**src/rtl/bus_tx_ctrl.sv**
```systemverilog
// Buffered transmit controller feeding the tristate bus driver.
// Words are queued in a small FIFO and driven onto the bus one per cycle
// while the bus is granted. After each release the bus is left idle for a
// turnaround gap so that two owners never overlap.
module bus_tx_ctrl #(
  parameter int WIDTH = 8,
  parameter int DEPTH = 4,
  parameter int TURN  = 2
) (
  input  logic                     clk,
  input  logic                     reset_n,
  input  logic                     in_valid,
  output logic                     in_ready,
  input  logic [WIDTH-1:0]         in_data,
  input  logic                     bus_grant,
  output logic                     data_en,
  output logic [WIDTH-1:0]         data_in,
  output logic                     busy,
  output logic [$clog2(DEPTH):0]   count
);

  localparam int AW = $clog2(DEPTH);
  // The turnaround counter holds TURN-1 at most; keep it at least 1 bit wide.
  localparam int TW = (TURN > 1) ? $clog2(TURN) : 1;

  typedef enum logic [1:0] {ST_IDLE, ST_DRIVE, ST_TURN} state_t;

  logic [WIDTH-1:0] mem [DEPTH];
  logic [AW-1:0]    wr_ptr, rd_ptr;
  state_t           state, state_nx;
  logic [TW-1:0]    turn_cnt, turn_cnt_nx;
  logic             push, pop, en_nx;

  // Ready depends on occupancy only, so a full FIFO never accepts a word
  // even on a cycle that pops.
  assign in_ready = (count < (AW+1)'(DEPTH));
  assign push     = in_valid && in_ready;
  assign busy     = (state != ST_IDLE);

  // FIFO storage; contents need no reset since pointers/count define validity.
  always_ff @(posedge clk) begin
    if (push) mem[wr_ptr] <= in_data;
  end

  // FIFO pointers and occupancy; pointers wrap naturally at DEPTH (power of 2).
  always_ff @(posedge clk or negedge reset_n) begin
    if (!reset_n) begin
      wr_ptr <= '0;
      rd_ptr <= '0;
      count  <= '0;
    end else begin
      if (push) wr_ptr <= wr_ptr + 1'b1;
      if (pop)  rd_ptr <= rd_ptr + 1'b1;
      case ({push, pop})
        2'b10:   count <= count + 1'b1;
        2'b01:   count <= count - 1'b1;
        default: count <= count;
      endcase
    end
  end

  // FSM state, turnaround counter and the registered driver inputs.
  always_ff @(posedge clk or negedge reset_n) begin
    if (!reset_n) begin
      state    <= ST_IDLE;
      turn_cnt <= '0;
      data_en  <= 1'b0;
      data_in  <= '0;
    end else begin
      state    <= state_nx;
      turn_cnt <= turn_cnt_nx;
      data_en  <= en_nx;
      if (pop) data_in <= mem[rd_ptr];
    end
  end

  // Next-state, pop and next data_en. The FIFO is judged by the registered
  // count, so a word pushed this cycle is not seen until the next one.
  always_comb begin
    state_nx    = state;
    turn_cnt_nx = turn_cnt;
    pop         = 1'b0;
    en_nx       = 1'b0;
    case (state)
      ST_IDLE: begin
        if (count != '0 && bus_grant) begin
          pop      = 1'b1;
          en_nx    = 1'b1;
          state_nx = ST_DRIVE;
        end
      end
      ST_DRIVE: begin
        if (bus_grant && count != '0) begin
          pop   = 1'b1;
          en_nx = 1'b1;
        end else if (TURN > 0) begin
          state_nx    = ST_TURN;
          turn_cnt_nx = TW'(TURN - 1);
        end else begin
          state_nx = ST_IDLE;
        end
      end
      ST_TURN: begin
        // Grant and FIFO contents are ignored until the gap has elapsed.
        if (turn_cnt == '0) state_nx = ST_IDLE;
        else                turn_cnt_nx = turn_cnt - 1'b1;
      end
      default: state_nx = ST_IDLE;
    endcase
  end

endmodule

```
**config.mk**
```make
export PLATFORM = sky130hd
export DESIGN_NAME = bus_tx_ctrl
export DESIGN_NICKNAME = d
export VERILOG_FILES = /design/src/rtl/bus_tx_ctrl.sv
export SDC_FILE = /design/constraint.sdc
export NUM_CORES = 1
export LEC_CHECK = 0
export ABC_AREA = 1
export CAP_MARGIN = 20
export CORE_AREA = 2 2 91 58
export DETAILED_ROUTE_END_ITERATION = 7
export DIE_AREA = 0 0 93 60
export GPL_ROUTABILITY_DRIVEN = 0
export MAX_ROUTING_LAYER = met4
export PLACE_DENSITY = 0.72
export SYNTH_ARGS = -nofsm -noshare
export SYNTH_HDL_FRONTEND = slang
export SYNTH_SLANG_ARGS = --single-unit
```
**constraint.sdc**
```tcl
create_clock -name clk -period 1.9 [get_ports clk]
set_clock_uncertainty 0.1 [all_clocks]
set_input_delay 0.38 -clock clk [delete_from_list [all_inputs] [get_ports clk]]
set_output_delay 0.38 -clock clk [all_outputs]
set_load 0.02 [all_outputs]
```
# Yosys cells after proc, flatten, opt, wreduce, memory -nomap -nowiden
# Memory sizes are Yosys's and may differ from the RTL's. A register that Yosys moved wholly into a read port is not among the register bits.
# Cells that the tools add are included.
[op_classes]
n_addsub = 5
order_cmp = 1
n_eq_ne = 7
n_mux = 12
reduce_logical = 11
[op_table]
columns = ["cell", "count"]
rows = [
  ["$mux 1", 6],
  ["$mux 2", 3],
  ["$ne 2x2->1 const B", 3],
  ["$pmux 2 s3", 1],
  ["$pmux 3 s2", 1],
  ["$reduce_bool 2->1", 3],
  ["$add 2x1->2 const B", 2],
  ["$eq 2x1->1 const B", 2],
  ["$eq 2x2->1 const B", 2],
  ["$add 3x1->3 const B", 1],
  ["$lt 3x3->1 const B", 1],
  ["$reduce_and 3->1", 1],
  ["$reduce_bool 3->1", 1],
  ["$sub 3x1->3 const B", 1],
  ["$logic_and 1x1->1", 2],
  ["$logic_not 2->1", 1],
  ["$pmux 1 s2", 1],
  ["$reduce_and 2->1", 1],
  ["$reduce_or 2->1", 1],
  ["$logic_not 1->1", 1],
  ["$sub 1x1->1 const B", 1],
]
[word_totals]
reg_bits = 11
mem_bits_rw = 32
input_bits = 12
out_inout_bits = 14
word_cells = 43
n_memories = 1
[mem_list]
columns = ["memory", "words", "word_bits", "rd", "rd_ports_with_merged_regs", "wr", "line_no", "text"]
rows = [
  ["mem", 4, 8, 1, 1, 1, "28", "logic [WIDTH-1:0] mem [DEPTH];"],
]

# Depth between registers and ports, before layout
# Gate-level depths: netlist (run 1).
[depth]
ltp_word = 6
depth_mapped = 11
depth_no_buf = 11

# Least setup slack after synthesis (run 1)
# No wires, ideal clock.
[synth_path]
path_type = "register to register"
start = "register count[2]"
end = "register count[2]"
setup_time_ps = 125
arrival_time_ps = 1817
required_time_ps = 1675
slack_ps = -143
path_stages_with_launch = 11
n_path_buf = 0
period_less_slack_ps = 2043
cell_sequence = "dfrtp_1 > inv_2 > nand2_1 > nand3_1 > inv_2 > ha_1 > inv_1 > fa_1 > nand2_1 > nand3b_1 > xor2_1"
[synth_between]
word_cells_on_any_way = 12
classes_between = "2 x add/sub; 1 x order compare; 2 x eq/ne; 3 x mux; 4 x reduce/logical"
[synth_rtl]
columns = ["item", "line_no", "text"]
rows = [
  ["start, declared", "19", "output logic [$clog2(DEPTH):0] count"],
  ["start signal, assigned", "55", "2'b10: count <= count + 1'b1;"],
  ["start signal, assigned", "56", "2'b01: count <= count - 1'b1;"],
  ["start signal, assigned", "57", "default: count <= count;"],
  ["$lt 3x3->1 (*)", "36", "assign in_ready = (count < (AW+1)'(DEPTH));"],
  ["named net in_ready", "13", "output logic in_ready,"],
  ["$logic_and 1x1->1 (*)", "37", "assign push = in_valid && in_ready;"],
  ["$eq 2x1->1 or $eq 2x2->1 (tied branches)", "54", "case ({push, pop})"],
  ["$pmux 3 s2 or $reduce_bool 2->1 (tied branches)", "-", ""],
]
# The timed path passes the listed nets; every way through them passes the cells marked *.
# A chain may end at the register's enable or synchronous reset.

# Worst setup path after layout (run 1)
[layout_path]
start = "register data_in[4] (read register of mem)"
end = "output data_in[4]"
[layout_rtl]
columns = ["item", "line_no", "text"]
rows = [
  ["start, declared", "17", "output logic [WIDTH-1:0] data_in,"],
]
# No word-level cell between the ends.

==> results of run 1 <==
metrics by stage:
stage                     hold WS, ns  utilization
after floorplan               -0.0156            -
after global placement          0.365        0.549
after detailed placement        0.375        0.549
after CTS                       0.323        0.566
after global routing            0.337        0.571
final                           0.312        0.571
layout by cell type (no fill, tap or decap):
master / n
a21oi_1: 2
buf_4: 15
clkbuf_1: 1
clkbuf_8: 5
clkdlybuf4s50_1: 22
clkinv_2: 1
clkinvlp_4: 1
dfrtp_1: 16
dfrtp_2: 3
dlygate4sd2_1: 2
dlymetal6s2s_1: 1
edfxtp_1: 32
fa_2: 1
ha_1: 4
ha_2: 1
inv_1: 47
inv_4: 3
nand2_1: 76
nand2_2: 2
nand3_1: 16
nand3_4: 1
nand3b_1: 1
nor2_1: 8
o21ai_0: 1
o21ai_1: 1
xnor2_1: 2
xor2_1: 2
cell families after synthesis:
family | Yosys count | share of synthesized area
fa+ha+maj | 6 | 0.0371
buf+inv | 55 | 0.106
compound gates | 4 | 0.00898
flops | 51 | 0.645
xor+xnor | 4 | 0.0157
simple gates | 104 | 0.188
sequential cells by signal, summed over array words and instances (netlist names):
name	cells
count	3
rd_ptr	2
mem	32
data_in	8
wr_ptr	2
turn_cnt	1
state	2
data_en	1
repair_timing:
action                     in CTS  in global routing
buffers inserted                0                  2
cloned                          0                  0
resized for setup               2                  3
setup endpoints to repair       2                  2
pin swaps                       0                  1
power by group through the flow:
stage | Combinational, mW | Clock, mW | Sequential [mW]
after floorplan | 0.993 | 0 | 1.78
after global placement | 1.68 | 0 | 1.68
after detailed placement | 1.74 | 0 | 1.68
after CTS | 1.72 | 0.611 | 1.66
after global routing | 1.98 | 0.644 | 1.69
final | 1.74 | 0.596 | 1.66
path summary, 6_finish.rpt:
kind	endpoint	cells after the start	slack [ns]
worst max-delay path	data_in[4]	1	0.10
worst min-delay path	data_in[1]	2	0.31
worst max register to register	count[2]	9	0.10
worst min register to register	data_in[5]	2	0.39
max in group asynchronous	count[0]	2	1.17
min in group clk	state[1]	4	0.35
metal layers:
metal | vias to the layer above | part of all wire | track usage | wire length [um]
li1 | 758 | - | - | -
met4 | 0 | 0.0048 | 0.0504 | 19
met3 | 5 | 0.044 | 0.0391 | 174
met5 | - | 0 | - | 0
met2 | 28 | 0.45 | 0.237 | 1780
met1 | 677 | 0.50 | 0.224 | 1980
final cells by class:
| cell class | count | area (um2) |
|---|---|---|
| clock buffers | 6 | 72.6 |
| clock inverters | 2 | 12.5 |
| fillers | 416 | 2060 |
| inverters | 50 | 195 |
| multi-input cells | 118 | 576 |
| flip-flops and latches | 51 | 1440 |
| well taps | 66 | 82.6 |
| repair buffers | 40 | 363 |
==> impl_results.md, run 1 <==
- Final period utilization: 0.945
- Worst setup SP type: register
- CTS Buf Count: 5
- Seq pwr share: 0.415
- Pwr Total: 4.00 mW
- Warnings from Yosys: 0
- Avg WL per Cell: 11.9 um
- Pin count of the biggest net entering global routing: 20
- Final HPWL DP: 2.89 mm
- CP delay by family, top: buffers and inverters
- Run status: finished clean
- Layout Cell Area excl Fill: 2740 um2
- PortBufs: 25
- Area Growth Syn to Fin: 23.0%
- Ys async rst share: 0.373
- Clock-pin slew on the worst setup and hold paths: 0.09 ns
- Share of layout cells above drive strength 1: 0.124
- Leak Pwr: 1.32 nW
- N_diodes: 0
- Share of the synthesized area in the top cell type: 0.431
- Synth Flop Type: edfxtp_1
- Root Driver: clkbuf_8
- Slew Limit Fails: 0
- Worst r2r src: state[1]
- Starting Density: 0.464
- Dominant cell by count in the synthesized netlist: nand2_1
- Cell Count, Final, Fillers Out: 333
- Routed WL: 3.96 mm
- Die X-Extent: 93 um
- Fin Setup TNS: 0 ns
- Psw: 1.51 mW
- Worst IR Drop VDD: 0.768 mV
- Placed inst area: 2640 um2
- Total GRT Usage: 0.161
- Synth area leaders: edfxtp_1 43%, dfrtp_1 21%, nand2_1 13%, inv_1 7.9%, nand3_1 3.8%
- Crit path capture type: output port
- First-pass GRT wire length: 6.44 mm
- Clock Power Share: 0.149
- Setup violations, final: 0
- Height of the chip: 60 um
- Grt ovf: 0
- Critical Path AT: 1.32 ns
- Vias in the first global route: 1406
- Antenna violations before repair: 0
- Total of max-cap violations: 0
- Placed cells: 323
- Clock tree buffer depth: 2
- DRT iter0 DRCs: 89
- Total die area: 5580 um2
- Register area share after synthesis: 0.645
- RSZ-0062 raised after global routing: false
- Worst Setup Slack post-DPL: -0.316 ns
- First drt pass iteration count: 4
- CTS Hold Bufs: 0
- Worst EP required: 1.42 ns
- Setup CP Type: reg2out
- Row count: 20
- Residual DRC: 0
- Syn_nets: 242
- H-tree depth: 2
- Critical path startpoint: data_in[4]
- Cell Pwr Density: 1460 nW/um2
- Fin crit period: 1.80 ns
- Slew headroom: 0.783
- Via count: 1468
- Mapped cell area: 2230 um2
- Final Hold Fails: 0
- Pint: 2.49 mW
- CTS Sinks: 51
- Post-synth top area cell: edfxtp_1
- Synthesized flop and latch total: 51
- Synth unique cells: 19
- Fin nets: 284
- Setup ws final: 0.105 ns
- Max Clock Freq: 557 MHz
- Core area: 4800 um2
- Avg Cell Area, Syn: 9.95 um2
- HP Class: in2async
- Sw frac: 0.378
- Power share of the combinational group: 0.436
- Critical path peak fanout: 2
- DRT antenna net count: 0
- Worst Path Buf+Inv: 1
- I/O pins: 26
- Mapped Cells: 224
- EDFF count, synth: 32
- CP max-delay cell: clkdlybuf4s50_1
- Clk Latency, worst-skew pair: 0.30 ns
- Synth top cells by count: 77 x nand2_1, 47 x inv_1, 32 x edfxtp_1
- CP max stage delay: 0.62 ns
- TritonCTS clock tree: built
- Vias per inst: 4.41
- Pin slew with the least headroom to its limit: 0.326 ns
- Worst path cell trace: clkdlybuf4s50_1
Note: power is estimated with default switching activity, not from simulation.
==> run 2, diff against run 1 <==
--- a/config.mk
+++ b/config.mk
@@ -6,7 +6,6 @@
 export NUM_CORES = 1
 export LEC_CHECK = 0
 export ABC_AREA = 1
-export CAP_MARGIN = 20
 export CORE_AREA = 2 2 91 58
 export DETAILED_ROUTE_END_ITERATION = 7
 export DIE_AREA = 0 0 93 60
==> results of run 2 <==
No change in the layout: final DEF, timing and power equal those of run 1.
